### src/rtl/mvu_pkg.sv
// ---------------------------------------------------------------------------
// mvu_pkg
// Shared definitions for the MVU job dispatcher and the MVU task controller.
//   BCNTDWN_DEF : default job countdown width (must match the controller)
//   QADDR_DEF   : default log2 of the job queue depth
//   BJOBS_DEF   : default width of the completed-job counter
//   mvu_state_e : one-hot dispatcher FSM state encoding
// ---------------------------------------------------------------------------
package mvu_pkg;

    localparam int unsigned BCNTDWN_DEF = 29;
    localparam int unsigned QADDR_DEF   = 2;
    localparam int unsigned BJOBS_DEF   = 8;

    typedef enum logic [3:0] {
        S_IDLE   = 4'b0001,
        S_LAUNCH = 4'b0010,
        S_ARMED  = 4'b0100,
        S_BUSY   = 4'b1000
    } mvu_state_e;

endpackage

### src/rtl/mvu_job_fifo.sv
// ---------------------------------------------------------------------------
// mvu_job_fifo
// Circular job queue of 2**QADDR entries, QADDR-bit pointers plus a full bit.
//   clk, clr_n  : clock, asynchronous active-low reset
//   push_i      : enqueue wdata_i (ignored when full or flushing)
//   pop_i       : drop the head entry (ignored when empty or flushing)
//   flush_i     : empty the queue at the next edge; beats push and pop
//   wdata_i     : entry to enqueue
//   rdata_o     : current head entry
//   full_o      : queue holds 2**QADDR entries
//   empty_o     : queue holds no entries
//   level_o     : number of entries held
// ---------------------------------------------------------------------------
module mvu_job_fifo
    import mvu_pkg::*;
#(
    parameter int unsigned WIDTH = BCNTDWN_DEF,
    parameter int unsigned QADDR = QADDR_DEF
) (
    input  logic             clk,
    input  logic             clr_n,
    input  logic             push_i,
    input  logic             pop_i,
    input  logic             flush_i,
    input  logic [WIDTH-1:0] wdata_i,
    output logic [WIDTH-1:0] rdata_o,
    output logic             full_o,
    output logic             empty_o,
    output logic [QADDR:0]   level_o
);

    localparam int unsigned DEPTH = 2 ** QADDR;

    logic [WIDTH-1:0] mem_q [DEPTH];
    logic [QADDR-1:0] wr_q;
    logic [QADDR-1:0] rd_q;
    logic             full_q;
    logic [QADDR-1:0] wr_inc;
    logic             do_push;
    logic             do_pop;

    assign empty_o = (wr_q == rd_q) && !full_q;
    assign full_o  = full_q;
    assign rdata_o = mem_q[rd_q];
    assign wr_inc  = wr_q + 1'b1;
    assign do_push = push_i && !full_q && !flush_i;
    assign do_pop  = pop_i && !empty_o && !flush_i;

    // Equal pointers are ambiguous; the full bit tells a full queue from an empty one.
    always_comb begin
        level_o = '0;
        if (full_q) begin
            level_o = {1'b1, {QADDR{1'b0}}};
        end else begin
            level_o = {1'b0, wr_q - rd_q};
        end
    end

    always_ff @(posedge clk or negedge clr_n) begin
        if (!clr_n) begin
            wr_q   <= '0;
            rd_q   <= '0;
            full_q <= 1'b0;
            for (int unsigned i = 0; i < DEPTH; i++) begin
                mem_q[i] <= '0;
            end
        end else if (flush_i) begin
            wr_q   <= '0;
            rd_q   <= '0;
            full_q <= 1'b0;
        end else begin
            if (do_push) begin
                mem_q[wr_q] <= wdata_i;
                wr_q        <= wr_inc;
            end
            if (do_pop) begin
                rd_q <= rd_q + 1'b1;
            end
            if (do_push && !do_pop && (wr_inc == rd_q)) begin
                full_q <= 1'b1;
            end else if (do_pop && !do_push) begin
                full_q <= 1'b0;
            end
        end
    end

endmodule

### src/rtl/mvu_job_dispatcher.sv
// ---------------------------------------------------------------------------
// mvu_job_dispatcher
// Queues CPU job countdowns and launches them one at a time on the MVU task
// controller, raising one interrupt when a batch drains.
//   clk, clr_n        : clock, asynchronous active-low reset
//   cmd_valid         : CPU offers cmd_countdown this cycle
//   cmd_countdown     : job length in controller step cycles (0 is rejected)
//   cmd_ready         : queue not full
//   flush             : discard queued, not-yet-launched jobs
//   mvu_start         : one-cycle start pulse to the controller
//   mvu_countdown     : countdown for the controller, held until next launch
//   mvu_run, mvu_irq  : controller run level and done pulse
//   irq, irq_ack      : batch-complete interrupt and its clear
//   busy              : job in flight or queue non-empty
//   q_level           : queued job count
//   jobs_done         : completed jobs, wrapping
//   err_zero          : sticky, a zero countdown was offered
//   err_proto         : sticky, mvu_run missing the cycle after start
// ---------------------------------------------------------------------------
module mvu_job_dispatcher
    import mvu_pkg::*;
#(
    parameter int unsigned BCNTDWN = BCNTDWN_DEF,
    parameter int unsigned QADDR   = QADDR_DEF,
    parameter int unsigned BJOBS   = BJOBS_DEF
) (
    input  logic               clk,
    input  logic               clr_n,
    input  logic               cmd_valid,
    input  logic [BCNTDWN-1:0] cmd_countdown,
    output logic               cmd_ready,
    input  logic               flush,
    output logic               mvu_start,
    output logic [BCNTDWN-1:0] mvu_countdown,
    input  logic               mvu_run,
    input  logic               mvu_irq,
    output logic               irq,
    input  logic               irq_ack,
    output logic               busy,
    output logic [QADDR:0]     q_level,
    output logic [BJOBS-1:0]   jobs_done,
    output logic               err_zero,
    output logic               err_proto
);

    mvu_state_e         state_q;
    logic               start_q;
    logic [BCNTDWN-1:0] cd_q;
    logic               irq_q;
    logic [BJOBS-1:0]   jobs_q;
    logic               err_zero_q;
    logic               err_proto_q;

    logic               fifo_full;
    logic               fifo_empty;
    logic [BCNTDWN-1:0] fifo_rdata;
    logic               cmd_take;
    logic               cmd_zero;
    logic               fifo_push;
    logic               fifo_pop;

    assign cmd_ready = !fifo_full;
    assign cmd_take  = cmd_valid && cmd_ready;
    assign cmd_zero  = (cmd_countdown == '0);
    // A zero countdown would wrap the controller counter, so it never enters the queue.
    assign fifo_push = cmd_take && !cmd_zero && !flush;
    assign fifo_pop  = (state_q == S_IDLE) && !fifo_empty && !flush;

    mvu_job_fifo #(
        .WIDTH (BCNTDWN),
        .QADDR (QADDR)
    ) u_fifo (
        .clk     (clk),
        .clr_n   (clr_n),
        .push_i  (fifo_push),
        .pop_i   (fifo_pop),
        .flush_i (flush),
        .wdata_i (cmd_countdown),
        .rdata_o (fifo_rdata),
        .full_o  (fifo_full),
        .empty_o (fifo_empty),
        .level_o (q_level)
    );

    always_ff @(posedge clk or negedge clr_n) begin
        if (!clr_n) begin
            state_q     <= S_IDLE;
            start_q     <= 1'b0;
            cd_q        <= '0;
            irq_q       <= 1'b0;
            jobs_q      <= '0;
            err_zero_q  <= 1'b0;
            err_proto_q <= 1'b0;
        end else begin
            start_q <= 1'b0;

            if (cmd_take && cmd_zero) begin
                err_zero_q <= 1'b1;
            end

            // Only the completion that leaves the queue empty ends a batch; set beats ack.
            if ((state_q == S_BUSY) && mvu_irq && fifo_empty) begin
                irq_q <= 1'b1;
            end else if (irq_ack) begin
                irq_q <= 1'b0;
            end

            case (state_q)
                S_IDLE: begin
                    if (fifo_pop) begin
                        cd_q    <= fifo_rdata;
                        start_q <= 1'b1;
                        state_q <= S_LAUNCH;
                    end
                end
                S_LAUNCH: begin
                    state_q <= S_ARMED;
                end
                S_ARMED: begin
                    if (mvu_run) begin
                        state_q <= S_BUSY;
                    end else begin
                        err_proto_q <= 1'b1;
                        state_q     <= S_IDLE;
                    end
                end
                S_BUSY: begin
                    if (mvu_irq) begin
                        jobs_q  <= jobs_q + 1'b1;
                        state_q <= S_IDLE;
                    end
                end
                default: begin
                    state_q <= S_IDLE;
                end
            endcase
        end
    end

    assign mvu_start     = start_q;
    assign mvu_countdown = cd_q;
    assign irq           = irq_q;
    assign jobs_done     = jobs_q;
    assign err_zero      = err_zero_q;
    assign err_proto     = err_proto_q;
    assign busy          = (state_q != S_IDLE) || (q_level != '0);

endmodule

### config.mk
export PLATFORM = sky130hd
export DESIGN_NAME = mvu_job_dispatcher
export DESIGN_NICKNAME = d
export VERILOG_FILES = /design/src/rtl/mvu_pkg.sv /design/src/rtl/mvu_job_fifo.sv /design/src/rtl/mvu_job_dispatcher.sv
export SDC_FILE = /design/constraint.sdc
export NUM_CORES = 1
export LEC_CHECK = 0
export BUFFER_PORTS_ARGS = -buffer_cell sky130_fd_sc_hd__buf_4
export CAP_MARGIN = 20
export CORE_MARGIN = 2
export CORE_UTILIZATION = 42
export CTS_BUF_LIST = sky130_fd_sc_hd__clkbuf_4 sky130_fd_sc_hd__clkbuf_8 sky130_fd_sc_hd__clkbuf_16
export DETAILED_ROUTE_END_ITERATION = 12
export SYNTH_ARGS = -nofsm -noshare
export SYNTH_HDL_FRONTEND = slang
export SYNTH_SLANG_ARGS = --single-unit
### constraint.sdc
create_clock -name clk -period 2.2 [get_ports clk]
set_input_delay 0.22 -clock clk [delete_from_list [all_inputs] [get_ports clk]]
set_output_delay 0.22 -clock clk [all_outputs]
set_load 0.01 [all_outputs]
==> flow_summary.ini <==
[sta]
min_period_over_period_pct = 94.9
clock_skew_ps = 7.45
rsz0062_at_grt = no
worst_pin_slew_ps = 607
max_freq_ghz = 0.479
finalMaxSlewViolations = 0
final-setup-viol-count = 0
fin_crit_ps = 2090
maxSlewHeadroom_pct = 59.5
final_hold_viol_count = 0

[clocking]
cts.clk_slew.worst_paths_ps = 60
htreeDepth = 4
cts_buffer_depth = 2
clock-sinks = 166
cts_tree = yes
cts_buffers = 17
clk_latency_ps = 420
cts_root_buf = clkbuf_16

[critical_path]
start_kind = flip-flop
crit_path_end_kind = flip-flop
regToRegEndpoint = mvu_countdown[5]$_DFFE_PN0P_
worstRegToRegCells = 8
crit_required_ps = 2510
cp_max_fo = 8
crit_arrival_ps = 2390
worstReg2RegStart = u_fifo.wr_q[0]$_DFFE_PN0P_
critical_path_class = reg2reg
r2r_slack_ps = 110

[yosys]
synth.most_common_cell = dfrtp_1
synth_seq_cells = 166
yosysTopAreaCell = dfrtp_1
yosysSeqAreaShare_pct = 57.8
synth_cell_types = 32
avgSynthCellArea_um2 = 15.9
synth-edff-count = 0
synthFlopType = dfrtp_1
synth_nets = 494
synth_common_cells = 165 x dfrtp_1, 86 x mux2_2, 60 x mux2_1
synthTopCellsByArea = dfrtp_1 57%, mux2_2 13%, mux2_1 9.4%
synthArstFlopShare_pct = 100
synth_top_area_share_pct = 57.4
yosysWarnings = 0
synth_area_um2 = 7190
synthCells = 452

[worst_hold_path]
min_path_cells = 2
hold_end = u_fifo.mem_q[4]$_DFFE_PN0P_
hold_path.class = in2reg
hp-start = cmd_countdown[4]

[final_layout]
drive_gt1_share_pct = 48.5
utilization_pct = 54.4
final_nets = 621
syn_to_final_growth_pct = 25.8
n_antenna_cell = 0
post_layout_nonfiller_instances = 806

[power_and_ir_drop]
peakVddDrop_uv = 618
p_per_area_nw_per_um2 = 1200
p_leak_uw = 0.00414

[drt]
route.detailed.drc = 0
ant_nets = 0
vias = 4273
drt_iter0_drc = 188
firstDrtPassIters = 4
drt-total-wl_um = 15600
via_per_inst = 5.30
wl_per_cell_um = 19.3

[global_route]
met3_usage_pct = 4.17
use_met2_pct = 29.6
grt_pass1_vias = 4589
antenna_found_initial = 0
busiest_layer = met2
overflow = 0
grt_util_met1_pct = 24.2
grt_use_total_pct = 18.4
grt_max_degree = 64
grt_pass1_wl_um = 25200

[die]
die_area_um2 = 18200
die_w_um = 135
core_area_um2 = 16600
die_y_um = 135
rows = 47
io_pins = 82
start_util_pct = 43.2

[placement]
gp_congestion = 0.810
dp_hpwl_um = 10500
place_inst = 776
portBuffers = 81

[job]
drv_cap = 0

[run_status]
status = finished clean
worst max-delay path by stage:
stage | start | end | slack, ps | depth (start not counted)
2_1_floorplan | cmd_countdown[7] | u_fifo.mem_q[105]$_DFFE_PN0P_ | 160 | 8
3_3_place_gp | cmd_countdown[5] | u_fifo.mem_q[115]$_DFFE_PN0P_ | -280 | 8
3_5_place_dp | cmd_countdown[5] | u_fifo.mem_q[110]$_DFFE_PN0P_ | -310 | 8
4_1_cts | u_fifo.wr_q[0]$_DFFE_PN0P_ | mvu_countdown[10]$_DFFE_PN0P_ | 20 | 8
5_1_grt | u_fifo.wr_q[0]$_DFFE_PN0P_ | mvu_countdown[2]$_DFFE_PN0P_ | 30 | 8
6_report | u_fifo.wr_q[0]$_DFFE_PN0P_ | mvu_countdown[5]$_DFFE_PN0P_ | 110 | 8
worst max-delay path, cell delays in order (launching register included):
cell and delay (ps):
dfrtp_1 430, inv_2 120, ha_4 210, nor2b_1 140
nand2_1 120, nand2_2 100, nor2_4 290, clkbuf_16 230
mux2_2 330
logic make-up (layout without fill, tap and decap cells):
family / after synthesis / in the layout / share of synthesized area (%)
muxes: 175 / 175 / 31.9
DFF: 166 / 166 / 57.8
and+or+nand+nor: 54 / 54 / 4.25
buffers and inverters: 30 / 164 / 2.73
xor gates and xnor gates: 12 / 12 / 1.46
AOI/OAI and AO/OA: 9 / 9 / 0.783
adders and majority gates: 6 / 6 / 1.04
per-layer routing:
metal	vias to the layer above	share of wire, %
met2	74	50
met3	23	3.6
met4	0	2.1
met1	2262	44
met5	-	0
li1	1914	-
layout make-up:
| type | instances | area, um2 |
|---|---|---|
| clock buffers | 21 | 474 |
| clock inverters | 5 | 125 |
| fillers | 1360 | 7600 |
| inverters | 4 | 15.0 |
| multi-input cells | 256 | 2870 |
| flip-flops and latches | 166 | 4160 |
| well taps | 220 | 275 |
| repair buffers | 134 | 1130 |
flip-flops by register name, summed over array words and instances, names as in the netlist:
name / flops
jobs_done: 8
irq: 1
err_zero: 1
err_proto: 1
u_fifo.mem_q: 116
state_q: 4
u_fifo.rd_q: 2
u_fifo.full_o: 1
mvu_start: 1
u_fifo.wr_q: 2
mvu_countdown: 29
placed cells by master (no fill, tap or decap), types with 4 or more instances in the layout:
master | Yosys | layout
buf_12 | 0 | 8
buf_4 | 5 | 122
bufinv_16 | 0 | 4
clkbuf_16 | 0 | 18
dfrtp_1 | 165 | 164
ha_1 | 6 | 5
mux2_1 | 60 | 60
mux2_2 | 86 | 86
mux4_2 | 29 | 29
nand2_1 | 12 | 11
nand4_1 | 4 | 4
nand4_2 | 4 | 4
nor2_1 | 12 | 11
nor3_1 | 5 | 5
nor4_1 | 7 | 7
xnor2_1 | 4 | 4
xor2_1 | 8 | 8
report_power, final:
part / leakage, uW / switching [uW] / internal, uW
clock network: 0.000296 / 1100 / 1960
registers: 0.00209 / 532 / 4070
logic: 0.00176 / 1260 / 1970
total: 0.00414 / 2900 / 8000
repair_timing:
item,CTS,global route
gates resized for setup,0,4
setup endpoints to repair,0,29
hold buffers,2,0
buffers inserted,0,1
hold endpoints to repair,60,0
stage by stage:
step           setup TNS (ps)  power (uW)  hold WS [ps]  cell area (um2)  worst slack, ps
2_1_floorplan               0        6490         -75.6             7190              157
3_3_place_gp           -27100        7690           248             8370             -281
3_5_place_dp           -30890        7860           256             8370             -308
4_1_cts                     0       11000          23.6             8990             20.7
5_1_grt                     0       11500          38.0             9050             34.0
6_report                    0       10900          46.3             9050              113
No activity file was read; power rests on OpenSTA's default activity.
